<file path="config.mk">
export PLATFORM = sky130hd
export DESIGN_NAME = prng_share_ctrl
export DESIGN_NICKNAME = d
export VERILOG_FILES = /design/src/rtl/prng_share_ctrl.sv
export SDC_FILE = /design/constraint.sdc
export NUM_CORES = 1
export LEC_CHECK = 0
export CAP_MARGIN = 10
export CORE_MARGIN = 2
export CORE_UTILIZATION = 56
export DETAILED_ROUTE_END_ITERATION = 6
export PLACE_DENSITY_LB_ADDON = 0.08
export SYNTH_ARGS = -nofsm -noshare
export SYNTH_HDL_FRONTEND = slang
export SYNTH_SLANG_ARGS = --single-unit
</file>
<file path="constraint.sdc">
create_clock -name i_clk -period 3.2 [get_ports i_clk]
set_clock_uncertainty 0.1 [all_clocks]
set_input_delay 0.64 -clock i_clk [delete_from_list [all_inputs] [get_ports i_clk]]
set_output_delay 0.64 -clock i_clk [all_outputs]
set_load 0.01 [all_outputs]
</file>
<file path="src/rtl/prng_share_ctrl.sv">
// rtl/prng_share_ctrl.sv - Fibonacci LFSR shared among N requesters with round-robin grants
module prng_share_ctrl #(
   parameter int W      = 8,
   parameter int TAPS   = 'h1D,
   parameter int N      = 4,
   parameter int SEED   = 1,
   parameter int WARMUP = 4
) (
   input  logic         i_clk,
   input  logic         i_rst,
   input  logic         i_seed_load,
   input  logic [W-1:0] i_seed_val,
   input  logic [N-1:0] i_req,
   output logic [N-1:0] o_gnt,
   output logic [W-1:0] o_rnd,
   output logic         o_rnd_valid,
   output logic         o_busy,
   output logic         o_seed_err
);

   localparam int PW = (N > 1) ? $clog2(N) : 1;
   localparam logic [W-1:0] L_TAPS = TAPS[W-1:0];
   localparam logic [W-1:0] L_SEED = SEED[W-1:0];
   localparam logic [7:0]   L_WARM = WARMUP[7:0];

   typedef enum logic {ST_WARM, ST_SERVE} state_t;
   localparam state_t L_START = (L_WARM == 8'd0) ? ST_SERVE : ST_WARM;

   state_t         r_state;
   logic [7:0]     r_wcnt;
   logic [W-1:0]   r_lfsr;
   logic [PW-1:0]  r_ptr;
   logic [N-1:0]   r_gnt;
   logic [W-1:0]   r_rnd;
   logic           r_valid;
   logic           r_err;

   state_t         w_state;
   logic [7:0]     w_wcnt;
   logic [W-1:0]   w_lfsr;
   logic [PW-1:0]  w_ptr;
   logic [N-1:0]   w_gnt;
   logic [W-1:0]   w_rnd;
   logic           w_valid;
   logic           w_err;

   logic           w_found;
   logic [PW-1:0]  w_win;
   logic [W-1:0]   w_step;

   assign w_step = {^(r_lfsr & L_TAPS), r_lfsr[W-1:1]};

   // Round-robin search: first set request at or after r_ptr, wrapping mod N.
   always_comb begin
      int idx;
      w_found = 1'b0;
      w_win   = '0;
      idx     = 0;
      for (int i = 0; i < N; i++) begin
         idx = (int'(r_ptr) + i) % N;
         if (!w_found && i_req[idx[PW-1:0]]) begin
            w_found = 1'b1;
            w_win   = idx[PW-1:0];
         end
      end
   end

   always_comb begin
      int nxt;
      w_state = r_state;
      w_wcnt  = r_wcnt;
      w_lfsr  = r_lfsr;
      w_ptr   = r_ptr;
      w_gnt   = '0;
      w_rnd   = r_rnd;
      w_valid = 1'b0;
      w_err   = r_err;
      nxt     = (int'(w_win) + 1) % N;
      if (i_seed_load) begin
         w_wcnt  = L_WARM;
         w_state = L_START;
         if (i_seed_val == '0) begin
            w_lfsr = L_SEED;
            w_err  = 1'b1;
         end else begin
            w_lfsr = i_seed_val;
         end
      end else if (r_lfsr == '0) begin
         // Zero lockup: the LFSR would never leave 0, so force the fallback seed.
         w_lfsr = L_SEED;
         w_err  = 1'b1;
      end else begin
         case (r_state)
            ST_WARM: begin
               w_lfsr = w_step;
               w_wcnt = r_wcnt - 8'd1;
               if (r_wcnt <= 8'd1) begin
                  w_state = ST_SERVE;
               end
            end
            default: begin
               if (w_found) begin
                  w_gnt   = {{(N-1){1'b0}}, 1'b1} << w_win;
                  w_rnd   = r_lfsr;
                  w_valid = 1'b1;
                  w_lfsr  = w_step;
                  w_ptr   = nxt[PW-1:0];
               end
            end
         endcase
      end
   end

   always_ff @(posedge i_clk or posedge i_rst) begin
      if (i_rst) begin
         r_state <= L_START;
         r_wcnt  <= L_WARM;
         r_lfsr  <= L_SEED;
         r_ptr   <= '0;
         r_gnt   <= '0;
         r_rnd   <= '0;
         r_valid <= 1'b0;
         r_err   <= 1'b0;
      end else begin
         r_state <= w_state;
         r_wcnt  <= w_wcnt;
         r_lfsr  <= w_lfsr;
         r_ptr   <= w_ptr;
         r_gnt   <= w_gnt;
         r_rnd   <= w_rnd;
         r_valid <= w_valid;
         r_err   <= w_err;
      end
   end

   assign o_gnt       = r_gnt;
   assign o_rnd       = r_rnd;
   assign o_rnd_valid = r_valid;
   assign o_busy      = (r_state == ST_WARM);
   assign o_seed_err  = r_err;

endmodule

</file>
==> impl_results.md, run 1 <==
* Status: complete, no violations
* Total routing usage reported by global routing at 22.4%
* Critical-path cell list: clkdlybuf4s50_1 > or4_1 > and3b_1 > mux2_1
* Die Y at 59.4 microns
* Initial antenna violation count at 0
* Flop pwr share at 42.2%
* Commonest non-fill, non-tap cells in the layout: dfrtp_1, clkdlybuf4s50_1, inv_1, a21oi_1, nor2_1
* Worst Max-Slew Pin Slew at 665 ps
* CP Capture Type: register
* Logic pwr share at 37.0%
* Clock network fraction of design power at 20.8%
* Slew headroom at 55.7%
* Syn Nets at 177
* Seq cells post-synth at 33
* Aggregate global routing overflow at 0
* Fin crit period at 2400 ps
* Initial Util at 57.8%
* Clock Path Buffers at 2
* Routed Antenna Nets at 0
* Hold path endpoint: o_seed_err
* Compound-Gate Fraction of Synth Area at 14.3%
* Avg WL per Cell at 15.3 microns
* Avg Inst Size Synth at 11.1 sq um
* Hold depth at 1
* Worst VDD drop at 600 uV
* Diode count at 0
* Die footprint at 3530 sq um
* Mux cell area share after synthesis at 11.2%
* Io pins at 30
* Power per Cell Area at 736 nW/um^2
* Post-Syn Instances at 155
* Crit path max fanout at 15
* RR Startpoint: r_lfsr[2]
* HPWL after DPL at 2490 microns
* Filler cells at 236
* Total CTS buffers at 5
* DP Worst Slack at 416 ps
* Clock transition at path regs at 100 ps
* Largest net degree at the start of global routing at 34
* Endpoints failing setup at 0
* H-Tree Level Count at 2
* Distinct cells, synth at 43
* FF-to-FF setup slack at 810 ps
* Number of global-route vias before repair at 1293
* WHS at 393 ps
* Maximum clock rate at 417 MHz
* Worst path slowest cell: or4_1
* Global-route wire length before repair at 5810 microns
* Fin. max-slew vios at 0
* Synth Area in Adders at 5.09%
* CTS hold repair buffers at 0
* Post-synthesis sequential area ratio at 48.1%
* RePlAce Congestion at 0.771
* Power Internal at 0.00106 W
* Overall die width at 59.4 microns
* Share of layout cells above drive strength 1 at 12.1%
* Cell area after layout at 2130 sq um
* DRT Pass-1 Iters at 4
* Final Power at 0.00156 W
* Row count at 20
* Syn-to-layout area delta at 23.5%
* Postcts setup bufs at 0
* Sink Count at 33
* Residual DRC at 0
* Vias per cell at 5.77
* TNS Setup at 0 ps
* CP peak stage delay at 580 ps
* CP required at 3330 ps
* Mapped Area at 1720 sq um
* Max Cap Viol at 0
* Detailed Route Iter0 Violations at 53
* RSZ-0062 raised after global routing: no
* Largest family of logic cells by synthesized area: compound AO/OA/AOI/OAI gates
* Placed Area at 2040 sq um
* Synth Area in Simple Gates at 14.0%
* Leakage at 0.958 nW
* Hold Vio Cnt, Final at 0
* Final net count at 211
* Root buffer cell: clkbuf_4
* Drt total wl at 3410 microns
* Worst Hold Class: register to register
* Worst-Skew Late Latency at 340 ps
* Min setup slack post-route at 800 ps
* Post-Synth XOR/XNOR Area at 2.03%
* CTS tree: done
* RR Endpoint: o_rnd[5]
* Register area at 828 sq um
* Multi-input gate area at 802 sq um
* WP data arrival at 2530 ps
* Worst Min Path Start: o_seed_err
* Via Count at 1287
* Port buffer count at 29
* Yosys warns at 0
* Post_cts resized at 0
* CP Launch Type: primary input
* Most common cell after layout, fill and taps aside: dfrtp_1
* Switching power at 0.000508 W
* Core Footprint at 2980 sq um
* R2r worst-path depth at 6
* WS Path Type: primary input to register
* Sw Ratio at 32.5%
* Period utilization at 75.0%
per-stage QoR:
step           cells  utilization (%)
2_1_floorplan    155                -
3_3_place_gp     215             68.5
3_5_place_dp     215             68.5
4_1_cts          223             71.4
5_1_grt          223             71.4
6_report         223             71.4
synth_stat cells:
cell type  instances  area, sq um
nand2_1            7         26.3
o21ai_0            1         5.00
o221ai_1           1         8.76
buf_6              2         22.5
xnor2_1            4         35.0
dfstp_2            2         52.6
a311o_1            1         10.0
a31oi_1            1         6.26
o21ai_1            5         25.0
a211oi_1           2         15.0
nor3_1             1         5.00
and2_1             4         25.0
and3_1             1         6.26
a211oi_2           1         12.5
mux2i_1            5         50.1
nor2b_1            2         12.5
nor2_1             8         30.0
mux2_1             6         67.6
a311oi_1           1         8.76
dfrtp_1           31          776
ha_1               7         87.6
or3_1              2         12.5
buf_2              1         5.00
a221oi_1           2         17.5
and3b_1            1         8.76
mux2_4             5         75.1
o22a_1             1         8.76
clkbuf_1           2         7.51
or2_2              1         6.26
nor3b_2            1         12.5
nand2_2            1         6.26
nand2b_1           2         12.5
a41o_1             1         10.0
nor4_4             1         21.3
nor4_1             4         25.0
inv_1             15         56.3
a2111oi_2          1         15.0
o31ai_1            2         15.0
a2bb2oi_1          1         8.76
or4_1              4         30.0
o21a_1             2         15.0
a21oi_1           10         50.1
a21o_1             2         15.0
worst max-delay path: cells and delay by family:
family | cells | cell delay, ps
simple gates | 2 | 990
mux | 1 | 410
buf+inv | 1 | 480
worst max-delay path by stage:
stage	startpoint	end	slack (ps)	cells past startpoint
global route	r_lfsr[3]	o_rnd[5]	650	6
detailed placement	i_req[0]	o_rnd[5]	420	4
floorplan	i_req[0]	o_rnd[0]	1070	5
finish	i_req[0]	o_rnd[5]	800	4
CTS	i_req[0]	o_rnd[5]	790	4
global placement	i_req[0]	r_ptr[1]	500	4
sequential cells by signal (all words and copies together) (netlist names):
signal / count
r_wcnt: 8
r_lfsr: 8
r_ptr: 2
o_rnd: 8
o_rnd_valid: 1
o_gnt: 4
o_seed_err: 1
r_state: 1
kinds of logic after synthesis:
group,count (synthesis)
simple gates,40
compound gates,35
flops,33
buf+inv,20
mux,16
fa+ha+maj,7
xor+xnor,4
layer usage:
metal | part of all wire [%] | vias up | global-route usage [%] | wire, microns
met5 | 0 | - | 0 | 0
met4 | 1.8 | 0 | 10.7 | 62
met3 | 4.5 | 8 | 4.80 | 155
met2 | 51 | 34 | 38.3 | 1740
met1 | 43 | 622 | 26.4 | 1450
li1 | - | 623 | - | -
cell type report:
type	count	share of cell area [%]
Inverter	15	2.65
Multi-Input combinational cell	102	37.7
Tap cell	33	1.94
Clock inverter	1	1.41
Clock buffer	7	2.59
Timing Repair Buffer	32	14.7
Sequential cell	33	39.0
power by group through the flow:
| stage | logic [W] | clock network (W) | registers, W |
|---|---|---|---|
| after detailed placement | 0.000583 | 0 | 0.000665 |
| after global routing | 0.000649 | 0.000353 | 0.000675 |
| final | 0.000578 | 0.000326 | 0.000660 |
| after CTS | 0.000586 | 0.000334 | 0.000659 |
| after global placement | 0.000559 | 0 | 0.000657 |
| after floorplan | 0.000355 | 0 | 0.000664 |
Note: power is estimated with default switching activity, not from simulation.
==> run 2: changes to the inputs <==
--- a/config.mk
+++ b/config.mk
@@ -7,7 +7,7 @@
 export LEC_CHECK = 0
 export CAP_MARGIN = 10
 export CORE_MARGIN = 2
-export CORE_UTILIZATION = 56
+export CORE_UTILIZATION = 47
 export DETAILED_ROUTE_END_ITERATION = 6
 export PLACE_DENSITY_LB_ADDON = 0.08
 export SYNTH_ARGS = -nofsm -noshare
==> constraint.sdc (replaced) <==
create_clock -name i_clk -period 2.05 [get_ports i_clk]
set_clock_uncertainty 0.1 [all_clocks]
set_input_delay 0.41 -clock i_clk [delete_from_list [all_inputs] [get_ports i_clk]]
set_output_delay 0.41 -clock i_clk [all_outputs]
set_load 0.01 [all_outputs]
==> run 2 against run 1 <==
Register-to-register slack lost 720 ps. First-iteration DRC count grew 21%. Setup slack lost 750 ps. Cell count grew 16%. Sequential share of layout area shrank 3.7 points. Non-clock buffer count grew 22. Critical endpoint is now o_rnd[2]. Largest power group unchanged.
==> impl_results.md, run 2 (synthesis gave the netlist of run 1 again) <==
* Status: complete, no violations (unchanged)
* CTS hold repair buffers at 0 (unchanged)
* Leakage at 1.08 nW (was 0.958 nW)
* RePlAce Congestion at 0.800 (was 0.771)
* Vias per cell at 5.29 (was 5.77)
* Total routing usage reported by global routing at 19.2% (was 22.4%)
* Clock transition at path regs at 100 ps (about the same)
* Critical-path cell list: clkdlybuf4s50_1 > or4_1 > and3b_2 > buf_4 > mux2_4 (was clkdlybuf4s50_1 > or4_1 > and3b_1 > mux2_1)
* Aggregate global routing overflow at 0 (unchanged)
* Final std cells w/o fill at 258 (was 223)
* Die Y at 64.5 microns (was 59.4 microns)
* WP data arrival at 2120 ps (was 2530 ps)
* RSZ-0062 raised after global routing: yes (was no)
* Maximum clock rate at 500 MHz
* RR Startpoint: r_lfsr[3] (was r_lfsr[2])
* Initial Util at 50.4% (was 57.8%)
* Worst VDD drop at 925 uV (was 600 uV)
* CTS tree: done (unchanged)
* Register area at 828 sq um (unchanged)
* Drt total wl at 3590 microns (was 3410 microns)
* Placed cell count at 247 (was 215)
* Residual DRC at 0 (unchanged)
* Multi-input gate area at 826 sq um (was 802 sq um)
* Crit path buf inv count at 2 (was 1)
* WP depth at 5 (was 4)
* Slew headroom at 73.1% (was 55.7%)
* Clock Path Buffers at 2 (unchanged)
* Worst-Skew Late Latency at 330 ps (was 340 ps)
* Global-route wire length before repair at 6070 microns (was 5810 microns)
* Row count at 21 (was 20)
* Filler cells at 268 (was 236)
* Endpoints failing setup at 0 (unchanged)
* Power per Cell Area at 1130 nW/um^2 (was 736 nW/um^2)
* R2r worst-path depth at 7 (was 6)
* CP peak stage delay at 570 ps (was 580 ps)
* DRT Pass-1 Iters at 4 (unchanged)
* CP top delay family: simple AND/OR/NAND/NOR gates (unchanged)
* Worst Max-Slew Pin Slew at 400 ps (was 665 ps)
* Fin crit period at 2000 ps
* Diode count at 0 (unchanged)
* Final net count at 233 (was 211)
* Largest net degree at the start of global routing at 34 (unchanged)
* Avg WL per Cell at 13.9 microns (was 15.3 microns)
* Worst Hold Class: primary input to async pin (was register to register)
* RR Endpoint: o_rnd[2] (was o_rnd[5])
* Die footprint at 4160 sq um (was 3530 sq um)
* Initial antenna violation count at 0 (unchanged)
* Most common cell after layout, fill and taps aside: dfrtp_1 (unchanged)
* Root buffer cell: clkbuf_4 (unchanged)
* Detailed Route Iter0 Violations at 64 (was 53)
* Routed Antenna Nets at 0 (unchanged)
* Worst path slowest cell: or4_1 (unchanged)
* CP Launch Type: primary input (unchanged)
* Period utilization at 97.5%
* Placed Area at 2200 sq um (was 2040 sq um)
* Max Cap Viol at 0 (unchanged)
* H-Tree Level Count at 2 (unchanged)
* FF-to-FF setup slack at 90 ps (was 810 ps)
* Hold Vio Cnt, Final at 0 (unchanged)
* CP Capture Type: register (unchanged)
* Cell area after layout at 2350 sq um (was 2130 sq um)
* Sink Count at 33 (unchanged)
* Overall die width at 64.5 microns (was 59.4 microns)
* Share of layout cells above drive strength 1 at 24.1% (was 12.1%)
* Core Util, Final at 68.8% (was 71.4%)
* WS Path Type: primary input to register (unchanged)
* CP required at 2170 ps (was 3330 ps)
* Core Footprint at 3420 sq um (was 2980 sq um)
* Syn-to-layout area delta at 36.4% (was 23.5%)
* Via Count at 1365 (was 1287)
* Fin. max-slew vios at 0 (unchanged)
* Crit path max fanout at 9 (was 15)
* Commonest non-fill, non-tap cells in the layout: dfrtp_1, clkdlybuf4s50_1, buf_4, inv_1, a21oi_1 (was dfrtp_1, clkdlybuf4s50_1, inv_1, a21oi_1, nor2_1)
* CP startpoint: i_req[0] (unchanged)
* Number of global-route vias before repair at 1319 (was 1293)
* Total CTS buffers at 5 (unchanged)
* Port buffer count at 29 (unchanged)
* HPWL after DPL at 2650 microns (was 2490 microns)
* Io pins at 30 (unchanged)
[run 2: cell count changes in the layout (fill, tap and decap cells not counted), sizes merged]
cell	delta
bufinv	+1
buf	+22
clkbuf	-2
clkinv	+1
[run 2: metal layers]
layer	GRT usage, %	wire length [microns]	up-vias
met5	0	0	-
met4	6.38	30	0
met3	3.82	176	5
met2	30.1	1690	33
met1	26.6	1700	658
li1	-	-	669
[run 2: final cells by class]
cell class | instances | area share [%]
Sequential cell | 33 | 35.3
Timing Repair Buffer | 54 | 20.4
Clock buffer | 5 | 1.60
Multi-Input combinational cell | 102 | 35.2
Tap cell | 46 | 2.45
Inverter | 15 | 2.40
Clock inverter | 3 | 2.77
[run 2: worst min-delay path, delay by kind of cell]
kind     cells  cell delay (ps)
buf+inv      3              800
[run 2: power breakdown]
group	switching, W	internal [W]	leakage [nW]
registers	0.000181	0.000852	0.414
clock network	0.000217	0.000378	0.0552
logic	0.000425	0.000599	0.611
total	0.000823	0.00183	1.08
[run 2: worst max-delay path by stage]
stage | endpoint | slack [ps]
final | o_rnd[2] | 50
after global routing | o_rnd[2] | -2
after CTS | o_rnd[2] | 20
after detailed placement | o_rnd[2] | -270
after global placement | o_rnd[2] | -250
after floorplan | o_rnd[0] | 10
[run 2: timing repair]
action,CTS,global route
pin swaps,0,2
endpoints found under the setup margin,10,13
gates cloned,0,0
buffers inserted,1,2
resized for setup,1,6
[run 2: stage by stage]
step           TNS, ps  hold WS [ps]  total power, W  setup WS, ps
3_3_place_gp     -3860           357         0.00199          -246
3_5_place_dp     -4250           366         0.00204          -269
4_1_cts              0           367         0.00265          17.5
2_1_floorplan        0           378         0.00159          12.8
6_report             0           361         0.00265          51.2
5_1_grt          -2.44           382         0.00284         -2.44
==> run 3: changes to the inputs <==
--- a/config.mk
+++ b/config.mk
@@ -8,6 +8,7 @@
 export CAP_MARGIN = 10
 export CORE_MARGIN = 2
 export CORE_UTILIZATION = 47
+export CTS_CLUSTER_SIZE = 8
 export DETAILED_ROUTE_END_ITERATION = 6
 export PLACE_DENSITY_LB_ADDON = 0.08
 export SYNTH_ARGS = -nofsm -noshare
==> results of run 3 <==
The final DEF is identical to that of run 2; final timing and power are the same.
